==> config.mk <==
export PLATFORM = sky130hd
export DESIGN_NAME = bcd_time_loader
export DESIGN_NICKNAME = d
export VERILOG_FILES = /design/src/rtl/bcd_time_loader.sv
export SDC_FILE = /design/constraint.sdc
export NUM_CORES = 1
export LEC_CHECK = 0
export CORE_ASPECT_RATIO = 0.9
export CORE_MARGIN = 8
export CORE_UTILIZATION = 45
export DETAILED_ROUTE_END_ITERATION = 16
export PLACE_DENSITY = 0.74
export SYNTH_ARGS = -nofsm -noshare
export SYNTH_HDL_FRONTEND = slang
export SYNTH_SLANG_ARGS = --single-unit
==> constraint.sdc <==
create_clock -name clk -period 3.29 [get_ports clk]
set_input_delay 0.329 -clock clk [delete_from_list [all_inputs] [get_ports clk]]
set_output_delay 0.329 -clock clk [all_outputs]
set_load 0.1 [all_outputs]
==> src/rtl/bcd_time_loader.sv <==
// -----------------------------------------------------------------------------
// bcd_time_loader
//
// Time-set entry for the digital clock. BCD digits arrive most significant
// first (HH MM SS) over a valid/ready handshake. Once all digits are held, the
// block converts each pair to binary and range-checks the time. A legal time
// is presented on hour/minute/second together with a one-cycle load strobe.
// An illegal digit, an out-of-range time or an inter-digit timeout produces a
// one-cycle error strobe instead.
//
// Optional feature macro: BCD_LOADER_AMPM_EN
//   Defined: 12-hour entry with a seventh digit as the AM/PM flag (0=AM, 1=PM).
//            Legal hours are 01..12 and are converted to 24-hour binary.
//            HOUR_MAX is ignored.
//   Undefined: six-digit 24-hour entry, hour legal up to HOUR_MAX.
//
// Parameters
//   HOUR_MAX        largest legal hour in 24-hour mode
//   TIMEOUT_CYCLES  idle cycles allowed between digits, 0 disables the timeout
//
// Ports
//   clk          in   system clock, rising edge
//   rst_n        in   asynchronous active-low reset
//   digit_valid  in   digit offered
//   digit        in   BCD digit
//   digit_ready  out  block can accept a digit
//   cancel       in   synchronous abort of the current entry
//   hour         out  loaded hour, binary
//   minute       out  loaded minute, binary
//   second       out  loaded second, binary
//   load         out  one-cycle strobe, hour/minute/second are new
//   error        out  one-cycle strobe, entry rejected
//   busy         out  entry in progress
//   digit_count  out  digits accepted in the current entry
// -----------------------------------------------------------------------------
module bcd_time_loader #(
    parameter int HOUR_MAX       = 23,
    parameter int TIMEOUT_CYCLES = 50_000_000
) (
    input  logic       clk,
    input  logic       rst_n,
    input  logic       digit_valid,
    input  logic [3:0] digit,
    output logic       digit_ready,
    input  logic       cancel,
    output logic [5:0] hour,
    output logic [5:0] minute,
    output logic [5:0] second,
    output logic       load,
    output logic       error,
    output logic       busy,
    output logic [2:0] digit_count
);

`ifdef BCD_LOADER_AMPM_EN
    localparam logic [2:0] LAST_POS = 3'd6;
`else
    localparam logic [2:0] LAST_POS = 3'd5;
`endif
    localparam int            TW        = (TIMEOUT_CYCLES > 1) ? $clog2(TIMEOUT_CYCLES) : 1;
    localparam logic [TW-1:0] IDLE_LAST = (TIMEOUT_CYCLES > 0) ? TW'(TIMEOUT_CYCLES - 1) : '0;

    typedef enum logic [1:0] {
        S_IDLE,
        S_COLLECT,
        S_CHECK
    } state_t;

    state_t        state_q;
    logic [2:0]    count_q;
    logic [TW-1:0] idle_q;
    logic          ready_q;
    logic          busy_q;
    logic          load_q;
    logic          error_q;
    logic [5:0]    hour_q;
    logic [5:0]    minute_q;
    logic [5:0]    second_q;

    // Digit storage, by position. Pure data, so no reset.
    logic [3:0]    ht_q, ho_q, mt_q, mo_q, st_q, so_q;
`ifdef BCD_LOADER_AMPM_EN
    logic          pm_q;
`endif

    logic          accept;
    logic          digit_ok;
    logic          hour_ok;
    logic          time_ok;
    logic [6:0]    hr_bin, mn_bin, sc_bin, hr_load;

    // tens*10 + ones as (tens<<3) + (tens<<1) + ones; 99 fits in 7 bits.
    function automatic logic [6:0] bcd_pair(input logic [3:0] tens, input logic [3:0] ones);
        logic [6:0] t;
        t = {3'b000, tens};
        return (t << 3) + (t << 1) + {3'b000, ones};
    endfunction

    assign accept = digit_valid && ready_q;

    always_comb begin
        digit_ok = (digit <= 4'd9);
`ifdef BCD_LOADER_AMPM_EN
        // The AM/PM position only takes 0 or 1.
        if (count_q == LAST_POS) begin
            digit_ok = (digit <= 4'd1);
        end
`endif
    end

    always_comb begin
        hr_bin = bcd_pair(ht_q, ho_q);
        mn_bin = bcd_pair(mt_q, mo_q);
        sc_bin = bcd_pair(st_q, so_q);
`ifdef BCD_LOADER_AMPM_EN
        hour_ok = (hr_bin != 7'd0) && (hr_bin <= 7'd12);
        // 12 AM is midnight, 12 PM is noon; other PM hours shift by 12.
        if (pm_q) begin
            hr_load = (hr_bin == 7'd12) ? 7'd12 : hr_bin + 7'd12;
        end else begin
            hr_load = (hr_bin == 7'd12) ? 7'd0 : hr_bin;
        end
`else
        hour_ok = (32'(hr_bin) <= HOUR_MAX);
        hr_load = hr_bin;
`endif
        time_ok = hour_ok && (mn_bin <= 7'd59) && (sc_bin <= 7'd59);
    end

    always_ff @(posedge clk) begin
        if (accept && !cancel && digit_ok) begin
            case (count_q)
                3'd0:    ht_q <= digit;
                3'd1:    ho_q <= digit;
                3'd2:    mt_q <= digit;
                3'd3:    mo_q <= digit;
                3'd4:    st_q <= digit;
                3'd5:    so_q <= digit;
`ifdef BCD_LOADER_AMPM_EN
                3'd6:    pm_q <= digit[0];
`endif
                default: ;
            endcase
        end
    end

    always_ff @(posedge clk or negedge rst_n) begin
        if (!rst_n) begin
            state_q  <= S_IDLE;
            count_q  <= '0;
            idle_q   <= '0;
            ready_q  <= 1'b1;
            busy_q   <= 1'b0;
            load_q   <= 1'b0;
            error_q  <= 1'b0;
            hour_q   <= '0;
            minute_q <= '0;
            second_q <= '0;
        end else begin
            load_q  <= 1'b0;
            error_q <= 1'b0;
            if (cancel) begin
                // Cancel beats a simultaneous accept; the digit is dropped.
                state_q <= S_IDLE;
                count_q <= '0;
                idle_q  <= '0;
                ready_q <= 1'b1;
                busy_q  <= 1'b0;
            end else begin
                case (state_q)
                    S_IDLE, S_COLLECT: begin
                        if (accept) begin
                            idle_q <= '0;
                            if (!digit_ok) begin
                                error_q <= 1'b1;
                                state_q <= S_IDLE;
                                count_q <= '0;
                                busy_q  <= 1'b0;
                            end else if (count_q == LAST_POS) begin
                                state_q <= S_CHECK;
                                count_q <= count_q + 3'd1;
                                ready_q <= 1'b0;
                                busy_q  <= 1'b1;
                            end else begin
                                state_q <= S_COLLECT;
                                count_q <= count_q + 3'd1;
                                busy_q  <= 1'b1;
                            end
                        end else if (state_q == S_COLLECT && TIMEOUT_CYCLES != 0) begin
                            if (idle_q == IDLE_LAST) begin
                                error_q <= 1'b1;
                                state_q <= S_IDLE;
                                count_q <= '0;
                                idle_q  <= '0;
                                busy_q  <= 1'b0;
                            end else begin
                                idle_q <= idle_q + 1'b1;
                            end
                        end
                    end
                    S_CHECK: begin
                        if (time_ok) begin
                            load_q   <= 1'b1;
                            hour_q   <= hr_load[5:0];
                            minute_q <= mn_bin[5:0];
                            second_q <= sc_bin[5:0];
                        end else begin
                            error_q <= 1'b1;
                        end
                        state_q <= S_IDLE;
                        count_q <= '0;
                        ready_q <= 1'b1;
                        busy_q  <= 1'b0;
                    end
                    default: begin
                        state_q <= S_IDLE;
                        count_q <= '0;
                        ready_q <= 1'b1;
                        busy_q  <= 1'b0;
                    end
                endcase
            end
        end
    end

    assign digit_ready = ready_q;
    assign busy        = busy_q;
    assign load        = load_q;
    assign error       = error_q;
    assign hour        = hour_q;
    assign minute      = minute_q;
    assign second      = second_q;
    assign digit_count = count_q;

endmodule

==> metrics, run 1 <==
status finished, final reports clean; final antenna-violating net count 0; first-pass GRT wire length 13.0 mm; Worst EP arrival 3.45 ns; Hold Fails Final Rpt 0; Area after DPL 4440 sq um; FP Rows 32; Core ar. 8570 sq um; final WL 7.98 mm; vias in the first global route 2725; Buf/Inv on CP 2; clk sinks 77; Cell variety after synth 46; Residual DRC 0; worst min path class primary input to asynchronous set/reset pin; CTS max path bufs 2; CP Depth 11; worst-margin pin slew 0.994 ns; Period minus WS final 3.21 ns; Initial Util 0.464; DR WL/cell 15.1 um; worst vdd ir 0.000326 V; via count 2723; Lkg Pwr 2.05 nW; drt via density 5.15; First-pass DRT Iterations 4; Die W 115 um; largest net degree at the start of global routing 40; routability cong. 0.822; Cell Chain, Critical Path ha_1 -> ha_1 -> inv_1 -> fa_2 -> nand2b_1 -> a21oi_2 -> xor2_1 -> or4_4 -> nor3_4 -> clkbuf_16 -> mux2_4; Die H 105 um; synth top area cells dfrtp_1 (33%), edfxtp_1 (18%), ha_1 (8.5%); DP Cell Count 501; Post-synth ARST share 0.688; Fin Hold WS 0.0819 ns; PwrDens 397 nW/um^2; Final Max Slew Viols 0; most common cell after layout, fill and taps aside dfrtp_1; number of synthesized flops with an enable pin 24; fmax 312 MHz; total power draw 1.90 mW; total gr overflow 0; crit end category flip-flop; Yosys top cell by area dfrtp_1; Post-Syn Nets 393; Core Util, Final 0.560; max cap viols 0; pre-CTS WS 0.0184 ns; CTS H-tree depth 3; clock slew at reported path FFs 0.08 ns; clk_skew 0.00517 ns; initial antenna violation count 0; most used cell, CP ha_1; GRT Total Usage 0.137; die footprint 12100 sq um; Synth top area share 0.327; final net count 446; Reg2Reg Depth 11; fin area 4800 sq um; CTS Hold Bufs 0; CP max stage cell or4_4; clock root buffer clkbuf_8; sequential area share after synthesis 0.515; startpoint types flip-flop; Synth Warn # 0; Clock Latency Late Sink 0.35 ns; Post-Syn Area 3980 sq um; Critical Path Fanout Max 7; FF+latch count, synth 77; Crit path max-delay family simple AND/OR/NAND/NOR gates; Crit Path Class flip-flop to flip-flop; initial DRC count 163; fill count 734; CTS tree yes; I/O Buffers 32; Finished Layout Cells 529; relative slew slack 0.335; Final setup viols 0; CTS Buf Count 9; leading register cell type out of synthesis dfrtp_1; Ports 33; worst endpoint required time 3.53 ns; fin worst setup slack 0.0817 ns; final period utilization 0.975; area grow syn2layout 20.8%; Gate Count Post-Synth 352; layout cells sized above 1 0.151; synthesized area per cell 11.3 sq um; most frequent cells in the layout dfrtp_1 (52), nor2_1 (30), clkdlybuf4s50_1 (30); HPWL after DPL 5.73 mm; antenna diode count 0; max incr delay on CP 0.46 ns; final setup TNS 0 ns
synthesized netlist by cell type (all sizes together) (2+ instances only):
cell type  number
edfxtp         24
and3            5
and2            5
fa              6
o21ai          19
inv            27
nand2b          6
mux2           14
o31ai           5
nand3          10
nor3b           4
buf             2
or3             2
ha             27
clkbuf          5
nand4           7
dfrtp          52
nor4            3
a32o            2
nor2b           8
nor3            5
a21oi          11
mux2i           3
xnor2          10
nand2          29
a21o            4
and4            2
nor2           30
xor2           12
flip-flops by register name (all words and copies together), names as in the netlist, 3 cells and up:
| register | cells |
|---|---|
| so_q | 4 |
| minute | 6 |
| ho_q | 4 |
| digit_count | 3 |
| mt_q | 4 |
| second | 6 |
| hour | 6 |
| mo_q | 4 |
| st_q | 4 |
| idle_q | 26 |
| ht_q | 4 |
final cells by class:
class,instances,area [sq um],area share
Tap cell,119,149,0.0310
Clock buffer,10,128,0.0266
Multi-Input combinational cell,241,1810,0.378
Clock inverter,6,87.6,0.0182
Timing Repair Buffer,49,474,0.0987
Inverter,27,101,0.0211
Sequential cell,77,2050,0.427
logic make-up after synthesis:
family          after synthesis  synth area share
buf+inv                      34            0.0365
flops                        77             0.515
compound gates               49            0.0768
simple gates                120             0.155
xor+xnor                     22            0.0485
mux                          17            0.0529
fa+ha+maj                    33             0.115
report_power, final:
group / internal [mW] / switching (mW)
Combinational: 0.0410 / 0.0854
Sequential: 0.996 / 0.00758
Clock: 0.426 / 0.349
Total: 1.46 / 0.442
what timing repair did:
action	CTS	global route
setup buffers	0	11
setup endpoints to repair	0	14
resized for setup	0	12
worst paths after layout:
path / from / endpoint / slack (ns)
min in group clk: mo_q[0] / minute[0] / 0.48
max in group asynchronous: rst_n / hour[0] / 2.47
worst max-delay path: mt_q[1] / second[5] / 0.08
worst min register to register: mo_q[0] / minute[0] / 0.48
worst min-delay path: rst_n / minute[2] / 0.08
worst max register to register: mt_q[1] / second[5] / 0.08
routing by layer:
| metal | vias up | GRT usage | share of wire |
|---|---|---|---|
| met5 | - | 0 | 0 |
| met4 | 0 | 0.0544 | 0.012 |
| met3 | 8 | 0.0391 | 0.039 |
| met2 | 59 | 0.244 | 0.53 |
| met1 | 1322 | 0.149 | 0.42 |
| li1 | 1334 | - | - |
worst register-to-register path, stage by stage (launching register included):
cell       delay, ns
edfxtp_1        0.40
ha_1            0.30
ha_1            0.16
inv_1           0.06
fa_2            0.39
nand2b_1        0.17
a21oi_2         0.20
xor2_1          0.11
or4_4           0.46
nor3_4          0.32
clkbuf_16       0.23
mux2_4          0.30
Power figures use the tool's default switching activity.
==> run 2: changes to the inputs <==
--- a/config.mk
+++ b/config.mk
@@ -10,6 +10,7 @@
 export CORE_UTILIZATION = 45
 export DETAILED_ROUTE_END_ITERATION = 16
 export PLACE_DENSITY = 0.74
+export SETUP_SLACK_MARGIN = 0.15
 export SYNTH_ARGS = -nofsm -noshare
 export SYNTH_HDL_FRONTEND = slang
 export SYNTH_SLANG_ARGS = --single-unit
==> run 2 against run 1 <==
- count of clock-buffer cells in the layout did not move
- design area barely moved
- maximum frequency rose by 2.0%
- combinational power fell by 3%
- worst setup slack improved by 0.064 ns
- critical path depth did not move
==> metrics, run 2 (same netlist as run 1, synthesis figures left out) <==
status finished, final reports clean; initial DRC count 129 (-21%); relative slew slack 0.340 (+0.00458); CTS tree yes; Residual DRC 0 (unchanged); worst min path class flip-flop to flip-flop; clock slew at reported path FFs 0.09 ns (about the same); Die W 115 um (unchanged); Lkg Pwr 2.05 nW (+0.32%); Initial Util 0.464 (unchanged); RSZ-0062 raised after global routing true; CP max stage cell or4_4; largest net degree at the start of global routing 28 (-30%); FP Rows 32 (unchanged); max cap viols 0 (unchanged); total gr overflow 0 (unchanged); CTS max path bufs 2 (unchanged); Buf/Inv on CP 3 (+1); final WL 7.59 mm (-4.9%); fin area 4800 sq um (about the same); Reg2Reg Depth 11 (unchanged); worst r2r dst hour[3]; antenna diode count 0 (unchanged); max reg flops 26 (unchanged); I/O Buffers 32 (unchanged); crit path capture hour[3]; Core ar. 8570 sq um (unchanged); clk sinks 77 (unchanged); Cell Chain, Critical Path inv_2 -> fa_1 -> fa_2 -> nand2b_4 -> a21oi_2 -> xor2_1 -> or4_4 -> nor3_4 -> buf_4 -> clkbuf_16 -> mux2_4; routability cong. 0.779 (-5.2%); CTS H-tree depth 3 (unchanged); Ports 33 (unchanged); final period utilization 0.956 (-0.0195); clock root buffer clkbuf_8; Crit Path Class flip-flop to flip-flop; Hold Fails Final Rpt 0 (unchanged); fill count 732 (-0.27%); HPWL after DPL 5.55 mm (-3.1%); Crit path max-delay family adder cells; clk_skew 0.0112 ns (+0.00602 ns); vias in the first global route 2752 (+0.99%); max incr delay on CP 0.55 ns (+0.09 ns); initial antenna violation count 0 (unchanged); die footprint 12100 sq um (unchanged); Clock Latency Late Sink 0.36 ns (about the same); r2r setup slk 0.15 ns (+0.06 ns); final setup TNS 0 ns (unchanged); Worst R2R Start mt_q[0]; Worst EP arrival 3.39 ns (-0.06 ns); crit end category flip-flop; area grow syn2layout 20.7% (about the same); Period minus WS final 3.14 ns (-0.0640 ns); launch point of the worst path mt_q[0]; fmax 318 MHz (+2.0%); DR WL/cell 14.5 um (-4.2%); worst-margin pin slew 0.987 ns (-0.00685 ns); largest register by flop count idle_q; layout cells sized above 1 0.145 (-0.00590); Area after DPL 4450 sq um (+0.11%); CTS Buf Count 9 (unchanged); drt via density 5.09 (-1.1%); final net count 442 (-0.90%); Die H 105 um (unchanged); most common cell after layout, fill and taps aside dfrtp_1; GRT Total Usage 0.134 (-0.00349); worst endpoint required time 3.54 ns (about the same); Final Max Slew Viols 0 (unchanged); Final setup viols 0 (unchanged); CP Depth 11 (unchanged); PwrDens 386 nW/um^2 (-2.7%); First-pass DRT Iterations 6 (+2); worst vdd ir 0.000251 V (-23%); startpoint types flip-flop; via count 2672 (-1.9%); final antenna-violating net count 0 (unchanged); Critical Path Fanout Max 8 (+1); most frequent cells in the layout dfrtp_1 (52), nor2_1 (30), clkdlybuf4s50_1 (30); first-pass GRT wire length 13.0 mm (unchanged)
-- run 2: changes by cell type in the layout (fill, tap and decap cells not counted), sizes merged --
cell         change
clkinvlp         -2
inv              +6
bufinv           -2
clkbuf           +1
dlygate4sd3      +1
buf              -6
clkinv           -2
-- run 2: per-stage QoR --
stage | hold WS (ns) | instances | total power [mW] | setup slack [ns] | util
5_1_grt | 0.511 | 525 | 1.94 | 0.0289 | 0.560
3_5_place_dp | 0.383 | 500 | 1.14 | 0.183 | 0.519
3_3_place_gp | 0.377 | 500 | 1.14 | 0.245 | 0.519
6_report | 0.488 | 525 | 1.85 | 0.146 | 0.560
2_1_floorplan | 0.0334 | 352 | 1.10 | 0.157 | -
4_1_cts | 0.493 | 517 | 1.88 | 0.157 | 0.544
-- run 2: worst reg2reg max path: stages, from the launching register on --
cell	delay, ns
edfxtp_1	0.38
inv_2	0.05
fa_1	0.52
fa_2	0.42
nand2b_4	0.15
a21oi_2	0.14
xor2_1	0.09
or4_4	0.55
nor3_4	0.15
buf_4	0.14
clkbuf_16	0.15
mux2_4	0.30
-- run 2: repair_timing --
action | in CTS | in global routing
hold endpoints to repair | 25 | 0
endpoints found under the setup margin | 0 | 14
buffers inserted | 0 | 6
gates resized for setup | 0 | 13
hold buffers | 1 | 0
-- run 2: how the worst min path moves through the flow --
stage | startpoint | to | slack, ns | depth (start not counted)
final | busy | busy | 0.49 | 2
after global routing | so_q[0] | second[0] | 0.51 | 1
after CTS | busy | busy | 0.49 | 2
after detailed placement | rst_n | hour[3] | 0.38 | 1
after global placement | rst_n | hour[3] | 0.38 | 1
after floorplan | rst_n | busy | 0.03 | 0
-- run 2: metal layers --
metal / up-vias / GRT usage / part of all wire
met2: 40 / 0.224 / 0.51
li1: 1331 / - / -
met1: 1294 / 0.161 / 0.45
met5: - / 0 / 0
met4: 0 / 0.0394 / 0.0078
met3: 7 / 0.0409 / 0.039
-- run 2: final cells by class --
class	count	area (sq um)	area share
inverter	27	101	0.0211
sequential	77	2050	0.427
timing repair buffer	45	464	0.0967
clock buffer	10	149	0.0310
tap	119	149	0.0310
multi-input combinational	241	1830	0.382
clock inverter	6	55.1	0.0115
-- run 2: power by group --
| group | internal (mW) | switching (mW) | total, mW |
|---|---|---|---|
| Combinational | 0.0398 | 0.0824 | 0.122 |
| Clock | 0.339 | 0.389 | 0.727 |
| Sequential | 0.996 | 0.00709 | 1.00 |
| Total | 1.37 | 0.478 | 1.85 |
